`config.mk`:
```
export PLATFORM = sky130hd
export DESIGN_NAME = muldiv_sched
export DESIGN_NICKNAME = d
export VERILOG_FILES = /design/src/rtl/muldiv_sched_pkg.sv /design/src/rtl/muldiv_sched_iter_counter.sv /design/src/rtl/muldiv_sched.sv
export SDC_FILE = /design/constraint.sdc
export NUM_CORES = 1
export LEC_CHECK = 0
export CAP_MARGIN = 20
export CORE_AREA = 2 2 39 41
export CTS_CLUSTER_SIZE = 20
export DETAILED_ROUTE_END_ITERATION = 8
export DIE_AREA = 0 0 41 43
export DONT_BUFFER_PORTS = 1
export PLACE_DENSITY = 0.69
export SLEW_MARGIN = 20
export SYNTH_ARGS = -nofsm -noshare
export SYNTH_HDL_FRONTEND = slang
export SYNTH_SLANG_ARGS = --single-unit
```
`constraint.sdc`:
```
create_clock -name clk -period 1.8 [get_ports clk]
set_clock_uncertainty 0.1 [all_clocks]
set_input_delay 0.36 -clock clk [delete_from_list [all_inputs] [get_ports clk]]
set_output_delay 0.36 -clock clk [all_outputs]
set_load 0.05 [all_outputs]
```
`src/rtl/muldiv_sched_pkg.sv`:
```
// Shared definitions for the M-extension scheduler:
// state encoding, default latencies and funct3 decode.
package muldiv_sched_pkg;

    typedef enum logic [1:0] {
        S_IDLE = 2'b00,
        S_BUSY = 2'b01,
        S_DONE = 2'b10
    } md_state_e;

    localparam int MUL_CYCLES_DEF = 4;
    localparam int DIV_CYCLES_DEF = 32;

    // funct3 bit that separates DIV/REM from MUL
    localparam int DIV_BIT = 2;

    function automatic int cnt_width(input int a, input int b);
        int m;
        m = (a > b) ? a : b;
        return (m > 2) ? $clog2(m) : 1;
    endfunction

endpackage

```
`src/rtl/muldiv_sched_iter_counter.sv`:
```
// Loadable down-counter with zero flag; saturates at zero.
// Tracks remaining BUSY cycles of the iterative unit.
module iter_counter #(
    parameter int W = 5
) (
    input  logic         clk,
    input  logic         rst_n,
    input  logic         clr_i,
    input  logic         load_i,
    input  logic [W-1:0] val_i,
    input  logic         dec_i,
    output logic         zero_o
);

    logic [W-1:0] cnt_q, cnt_d;

    always_comb begin
        cnt_d = cnt_q;
        if (clr_i) begin
            cnt_d = '0;
        end else if (load_i) begin
            cnt_d = val_i;
        end else if (dec_i && (cnt_q != '0)) begin
            cnt_d = cnt_q - 1'b1;
        end
    end

    always_ff @(posedge clk or negedge rst_n) begin
        if (!rst_n) begin
            cnt_q <= '0;
        end else begin
            cnt_q <= cnt_d;
        end
    end

    assign zero_o = (cnt_q == '0);

endmodule

```
`src/rtl/muldiv_sched.sv`:
```
// E-stage scheduler for the iterative MUL/DIV unit:
// launches ops, stalls the front pipe and presents the result.
module muldiv_sched
    import muldiv_sched_pkg::*;
#(
    parameter int MUL_CYCLES = MUL_CYCLES_DEF,
    parameter int DIV_CYCLES = DIV_CYCLES_DEF
) (
    input  logic       clk,
    input  logic       rst_n,
    input  logic       E_MulDiv,
    input  logic [2:0] E_funct3,
    input  logic       E_DivZero,
    input  logic       Kill,
    input  logic       Hold,
    output logic       md_start,
    output logic       md_abort,
    output logic [2:0] md_op,
    output logic       F_Stall,
    output logic       D_Stall,
    output logic       E_Stall,
    output logic       M_Bubble,
    output logic       md_valid
);

    localparam int CW = cnt_width(MUL_CYCLES, DIV_CYCLES);
    localparam logic [CW-1:0] MUL_LD = CW'(MUL_CYCLES - 1);
    localparam logic [CW-1:0] DIV_LD = CW'(DIV_CYCLES - 1);

    md_state_e     state_q, state_d;
    logic [2:0]    md_op_q, md_op_d;
    logic          start, abort, stall, valid;
    logic          cnt_clr, cnt_load, cnt_dec, cnt_zero;
    logic [CW-1:0] cnt_val;
    logic          is_div;

    assign is_div = E_funct3[DIV_BIT];

    iter_counter #(
        .W(CW)
    ) u_cnt (
        .clk   (clk),
        .rst_n (rst_n),
        .clr_i (cnt_clr),
        .load_i(cnt_load),
        .val_i (cnt_val),
        .dec_i (cnt_dec),
        .zero_o(cnt_zero)
    );

    // Outputs are gated by rst_n so they drop the instant reset asserts
    always_comb begin
        state_d  = state_q;
        start    = 1'b0;
        abort    = 1'b0;
        stall    = 1'b0;
        valid    = 1'b0;
        cnt_clr  = 1'b0;
        cnt_load = 1'b0;
        cnt_dec  = 1'b0;
        cnt_val  = MUL_LD;
        if (rst_n) begin
            unique case (state_q)
                S_IDLE: begin
                    if (!Kill && E_MulDiv) begin
                        start = 1'b1;
                        stall = 1'b1;
                        if (is_div && E_DivZero) begin
                            state_d = S_DONE;
                        end else begin
                            state_d  = S_BUSY;
                            cnt_load = 1'b1;
                            cnt_val  = is_div ? DIV_LD : MUL_LD;
                        end
                    end
                end
                S_BUSY: begin
                    if (Kill) begin
                        abort   = 1'b1;
                        cnt_clr = 1'b1;
                        state_d = S_IDLE;
                    end else begin
                        stall   = 1'b1;
                        cnt_dec = 1'b1;
                        if (cnt_zero) state_d = S_DONE;
                    end
                end
                S_DONE: begin
                    if (Kill) begin
                        abort   = 1'b1;
                        cnt_clr = 1'b1;
                        state_d = S_IDLE;
                    end else begin
                        valid = 1'b1;
                        if (!Hold) state_d = S_IDLE;
                    end
                end
                default: state_d = S_IDLE;
            endcase
        end
    end

    // Bypass so md_op already shows the new funct3 in the start cycle
    assign md_op_d = start ? E_funct3 : md_op_q;

    always_ff @(posedge clk or negedge rst_n) begin
        if (!rst_n) begin
            state_q <= S_IDLE;
            md_op_q <= 3'b000;
        end else begin
            state_q <= state_d;
            md_op_q <= md_op_d;
        end
    end

    assign md_start = start;
    assign md_abort = abort;
    assign md_op    = md_op_d;
    assign F_Stall  = stall;
    assign D_Stall  = stall;
    assign E_Stall  = stall;
    assign M_Bubble = stall;
    assign md_valid = valid;

endmodule
```
==> results of run 1 <==
## cells by family (layout without fill, tap and decap cells)
group / count (synthesis) / after routing / synth area share
DFF: 10 / 10 / 0.368
adders and majority gates: 4 / 4 / 0.0735
buffers and inverters: 10 / 32 / 0.0717
and+or+nand+nor: 28 / 28 / 0.257
xor gates and xnor gates: 1 / 1 / 0.0129
muxes: 2 / 2 / 0.0331
AOI/OAI and AO/OA: 16 / 16 / 0.184
## worst paths after layout
kind                                  end  cells after the start
hold / removal             u_cnt.cnt_q[4]                      2
max in group asynchronous  u_cnt.cnt_q[4]                      1
setup reg to reg           u_cnt.cnt_q[3]                      8
hold reg to reg            u_cnt.cnt_q[4]                      1
setup / recovery           u_cnt.cnt_q[3]                      8
min in group asynchronous      md_op_q[0]                      1
## Yosys cell counts, types with 3 or more instances
| cell | number |
|---|---|
| ha_1 | 4 |
| nor2b_1 | 3 |
| a21oi_1 | 5 |
| inv_1 | 7 |
| dfrtp_1 | 10 |
| nand2_1 | 11 |
| nor2_1 | 4 |
| buf_4 | 3 |
## sequential cells by signal, summed over array words and instances, names as in the netlist
name / cells
state_q: 2
u_cnt.cnt_q: 5
md_op_q: 3
## power groups by stage
| stage | Sequential (µW) | Combinational [µW] | Clock [µW] |
|---|---|---|---|
| floorplan | 386 | 663 | 0 |
| global placement | 394 | 834 | 0 |
| detailed placement | 398 | 859 | 0 |
| CTS | 394 | 980 | 150 |
| global route | 419 | 1220 | 158 |
| finish | 411 | 1150 | 145 |
## per-layer routing
metal / vias to the layer above / wire length, µm
met4: 0 / 61
met3: 10 / 120
li1: 295 / -
met1: 317 / 768
met2: 35 / 1090
met5: - / 0
## repair_timing
| action | in CTS | in global routing |
|---|---|---|
| setup buffers | 5 | 5 |
| gates resized for setup | 9 | 12 |
| pin swaps | 5 | 5 |
| endpoints found under the hold margin | 10 | 0 |
| hold buffers | 1 | 0 |
| endpoints found under the setup margin | 10 | 15 |
## critical path, stage by stage, from the launching register on
cell and delay, ps:
dfrtp_1 420, inv_2 100, ha_4 150, nand4b_4 170
buf_4 190, buf_6 110, o21ai_4 160, a2111oi_2 70
a311o_2 380
## cell type report
type	count	area [µm²]
flip-flops and latches	10	250
multi-input cells	51	489
repair buffers	22	216
fillers	91	353
clock buffers	3	22.5
well taps	16	20.0
inverters	7	32.5
## through the flow
stage / TNS [ps] / hold slack [ps] / utilization / worst slack, ps / total power (µW)
final: -1690 / 254 / 0.745 / -181 / 1700
after global routing: -2280 / 247 / 0.745 / -228 / 1800
after CTS: -564 / 248 / 0.681 / -101 / 1520
after detailed placement: 0 / -35.3 / 0.605 / 28.4 / 1260
after global placement: 0 / -35.3 / 0.605 / 91.2 / 1230
after floorplan: -83.2 / -35.6 / - / -18.4 / 1050
==> run_results.csv, run 1 <==
group,metric,value,unit
outcome,run_status,"complete, but fails checks",
outcome,failing_checks,"negative setup slack",
timing,slew_violations,0,
clock_network,tritoncts.num_buffers,3,
clock_network,cts_sinks,10,
global_routing,grt_antenna_before_repair,0,
detailed_routing,wirelength,2040,µm
floorplanning,design.die.area,0.00176,mm²
critical_path,crit_path_start,"state_q[0]",
placed_design,dp_hpwl,1110,µm
critical_path,setup.worst_path.class,"reg -> reg",
synthesis,yosysTopAreaCellShare,0.368,
pwr,power.sequential.fraction,0.241,
global_routing,grt.met2_usage,0.388,
clock_network,cts_root_buf,"clkbuf_4",
pwr,power.density,1650,mW/mm²
detailed_routing,route.vias.total,657,
floorplanning,floorplan.initialDensity,0.492,
layout,layout_common_cells,"buf_4 (15), dfrtp_1 (10)",
synthesis,postSynthCellCount,71,
detailed_routing,drt-wirelength-per-cell,18.8,µm
synthesis,asyncSetResetFlopFracSynth,1.00,
clock_network,worst_skew_pair_latency,260,ps
floorplanning,floorplan.rows,14,
floorplanning,ioPinCount,19,
clock_network,clock_path_buffers,2,
layout,area.growth.synth_to_final,51.5,%
timing,relSlewSlack,0.705,
timing,fin_ws,-181,ps
placed_design,placed_cell_area,837,µm²
critical_path,crit-reg2reg-launch,"state_q[0]",
timing,rsz0062_at_grt,"yes",
placed_design,placed_cells,95,
placed_design,gpl.final_weighted_congestion,0.912,
clock_network,cts_tree,"built",
critical_path,end_kind,"flop",
floorplanning,core_area,0.00138,mm²
synthesis,yosysWarningCount,0,
detailed_routing,first_pass_drt_iterations,4,
synthesis,mappedNetlistNets,84,
pwr,clock_power_share,0.085,
floorplanning,die_height,43,µm
pwr,cellLeakagePower,0.000452,µW
pwr,power.combinational.fraction,0.674,
pwr,p_switching,800,µW
clock_network,number_of_h_tree_levels,1,
global_routing,grt.overflow.total,0,
critical_path,required_time_of_the_critical_path,1840,ps
global_routing,grt.met1_usage,0.294,
min_path,timing.hold.worst.start,"Kill",
critical_path,rrSetupSlack,-180,ps
job,timing.max_cap.violations,0,
timing,final_hold_viol_count,0,
pwr,sw_frac_of_total,0.470,
timing,tightest_slew,441,ps
synthesis,synth_enable_flop_cells,0,
layout,antenna_cells,0,
synthesis,mappedNetlistArea,681,µm²
timing,final_number_of_setup_violating_endpoints,13,
timing,fmax,505,MHz
floorplanning,die_x_extent,41,µm
pwr,power.internal,904,µW
layout,fin_cells,109,
global_routing,grt_max_degree,11,
synthesis,dominantRegCellSynth,"dfrtp_1",
global_routing,grt_pass1_wl,2950,µm
global_routing,globalRouteMet3Util,0.0785,
synthesis,synth_top_cell_by_area,"dfrtp_1",
placed_design,port_buffers,0,
layout,design_area,0.00103,mm²
detailed_routing,route.detailed.drc,0,
global_routing,number_of_global_route_vias_before_repair,645,
layout,mostFrequentLayoutCell,"buf_4",
clock_network,clk_pin_slew_worst_paths,60,ps
detailed_routing,vias_per_cell,6.03,
synthesis,syn_area_per_cell,9.59,µm²
critical_path,worstPathMaxFanout,7,
timing,layout_worst_path_cycle_share,1.10,
timing,min_period,1980,ps
pwr,ir_worst_vdd,0.000951,V
detailed_routing,route.antenna.remaining_nets,0,
critical_path,critPathArrivalTime,2020,ps
synthesis,yosysSeqAreaShare,0.368,
critical_path,startpoint_class,"flop",
global_routing,grt.total_usage,0.253,
synthesis,post_synth_main_area_contributors,"dfrtp_1 (37%), ha_1 (7.4%), nand2_1 (6.1%), inv_1 (3.9%), a21oi_1 (3.7%)",
synthesis,netlist-cell-type-count,32,
layout,nNetsFinal,108,
detailed_routing,detailedRoute.firstIterationViolations,25,
layout,drive_above_1_share,0.559,
synthesis,synth-seq-cells,10,
global_routing,grt_most_used_layer,"met2",
min_path,hold_path.class,"in -> reg",
(Power assumes the default switching activity.)
==> run 2: changes to the inputs <==
Settings changed: SKIP_CTS_REPAIR_TIMING set to 1.
==> run 2 against run 1 <==
  * Clock power fell by 4%
  * Clock-buffer cell count did not move
  * Sequential share of layout area rose by 1.2 points
  * Non-clock buffer count fell by 4
  * Utilization fell by 3.6 points
  * Largest power group unchanged
  * The run still ends with negative setup slack left
  * Combinational power fell by 8%
  * Via count fell by 8.7%
  * Final area fell by 4.9%
==> run_results.csv, run 2 (same netlist as run 1, synthesis figures left out) <==
group,metric,value,unit
clock_network,cts_tree,"built",
timing,layout_worst_path_cycle_share,1.06,
critical_path,critPathArrivalTime,1440,ps
min_path,hold_path.class,"in -> reg",
detailed_routing,route.vias.total,600,
clock_network,cts_root_buf,"clkbuf_4",
layout,design_area,981,µm²
clock_network,cts_sinks,10,
placed_design,placement.setup.worst_slack,28.4,ps
critical_path,required_time_of_the_critical_path,1340,ps
placed_design,placed_cell_area,837,µm²
placed_design,port_buffers,0,
outcome,run_status,"complete, but fails checks",
global_routing,grt.total_usage,0.208,
timing,fmax,525,MHz
clock_network,clock_path_buffers,2,
timing,relSlewSlack,0.709,
timing,final_number_of_setup_violating_endpoints,8,
timing,tightest_slew,435,ps
clock_network,tritoncts.num_buffers,3,
detailed_routing,first_pass_drt_iterations,4,
clock_network,number_of_h_tree_levels,1,
placed_design,placed_cells,95,
timing,min_period,1900,ps
layout,area.growth.synth_to_final,44.1,%
floorplanning,floorplan.initialDensity,0.492,
global_routing,grt_antenna_before_repair,0,
floorplanning,core_area,0.00138,mm²
timing,final_hold_viol_count,0,
detailed_routing,route.antenna.remaining_nets,0,
floorplanning,ioPinCount,19,
critical_path,worstPathMaxFanout,3,
critical_path,end_kind,"primary output",
detailed_routing,drt-wirelength-per-cell,14.7,µm
outcome,failing_checks,"negative setup slack",
floorplanning,floorplan.rows,14,
global_routing,number_of_global_route_vias_before_repair,591,
detailed_routing,vias_per_cell,5.71,
global_routing,grt.overflow.total,0,
global_routing,grt_max_degree,16,
layout,fin_cells,105,
floorplanning,die_x_extent,41,µm
placed_design,gpl.final_weighted_congestion,0.912,
critical_path,setup.worst_path.class,"reg -> out",
job,timing.max_cap.violations,0,
critical_path,startpoint_class,"flop",
global_routing,grt_pass1_wl,2450,µm
layout,regMostFlops,"u_cnt.cnt_q",
layout,top_regs,"u_cnt.cnt_q (5), md_op_q (3), state_q (2)",
detailed_routing,route.detailed.drc,0,
pwr,ir_worst_vdd,0.000931,V
placed_design,dp_hpwl,1110,µm
layout,largest_reg_flops,5,
clock_network,clk_pin_slew_worst_paths,60,ps
floorplanning,die_height,43,µm
layout,drive_above_1_share,0.506,
floorplanning,design.die.area,0.00176,mm²
pwr,cellLeakagePower,0.000432,µW
detailed_routing,wirelength,1540,µm
pwr,power.density,1630,mW/mm²
timing,fin_ws,-104,ps
timing,rsz0062_at_grt,"yes",
layout,antenna_cells,0,
clock_network,worst_skew_pair_latency,250,ps
layout,layout_common_cells,"buf_4 (13), dfrtp_1 (10), nand2_2 (4), nand2_1 (4), nor2_1 (4)",
layout,mostFrequentLayoutCell,"buf_4",
layout,nNetsFinal,104,
detailed_routing,detailedRoute.firstIterationViolations,8,
timing,slew_violations,0,
pwr,power.total,1600,µW
==> run 2: cell count changes in the layout (fill, tap and decap cells not counted), sizes merged <==
cell	delta
buf	-4
==> run 2: where the power goes <==
group	leakage [µW]	switching [µW]	internal, µW
sequential	0.000123	73.1	322
clock	0.0000138	62.9	76.4
combinational	0.000295	599	463
==> run 2: area by class of cell <==
class	count	area, µm²
clock buffers	3	22.5
fillers	92	403
inverters	7	32.5
multi-input cells	51	477
flip-flops and latches	10	250
well taps	16	20.0
repair buffers	18	179
==> run 2: worst paths after layout <==
check,startpoint,to,slack [ps],cells past startpoint
worst max-delay path,state_q[1],D_Stall,-100,5
worst min-delay path,E_funct3[0],md_op_q[0],260,2
worst max register to register,state_q[0],u_cnt.cnt_q[3],10,7
worst min register to register,state_q[0],state_q[0],470,1
max in group asynchronous,rst_n,u_cnt.cnt_q[4],910,1
min in group asynchronous,rst_n,md_op_q[0],380,1
==> run 2: per-layer routing <==
layer  vias to the layer above  part of all wire  routed length, µm  track usage
met5                         -                 0                  0            0
met4                         0             0.012                 19        0.113
met3                         4             0.040                 61       0.0628
met2                        13              0.52                807        0.319
met1                       296              0.42                656        0.246
li1                        287                 -                  -            -
==> run 2: critical path, cell delays in order, from the launching register on <==
cell	delay (ps)
dfrtp_1	380
inv_2	80
ha_1	170
nand3b_1	190
nand2_2	180
buf_12	190
==> run 2: metrics by stage <==
step	hold WS (ps)	util	setup TNS, ps
final	258	0.709	-773
after global routing	240	0.709	-1610
after CTS	-315	0.621	-1680
after detailed placement	-35.3	0.605	0
after global placement	-35.3	0.605	0
after floorplan	-35.6	-	-83.2
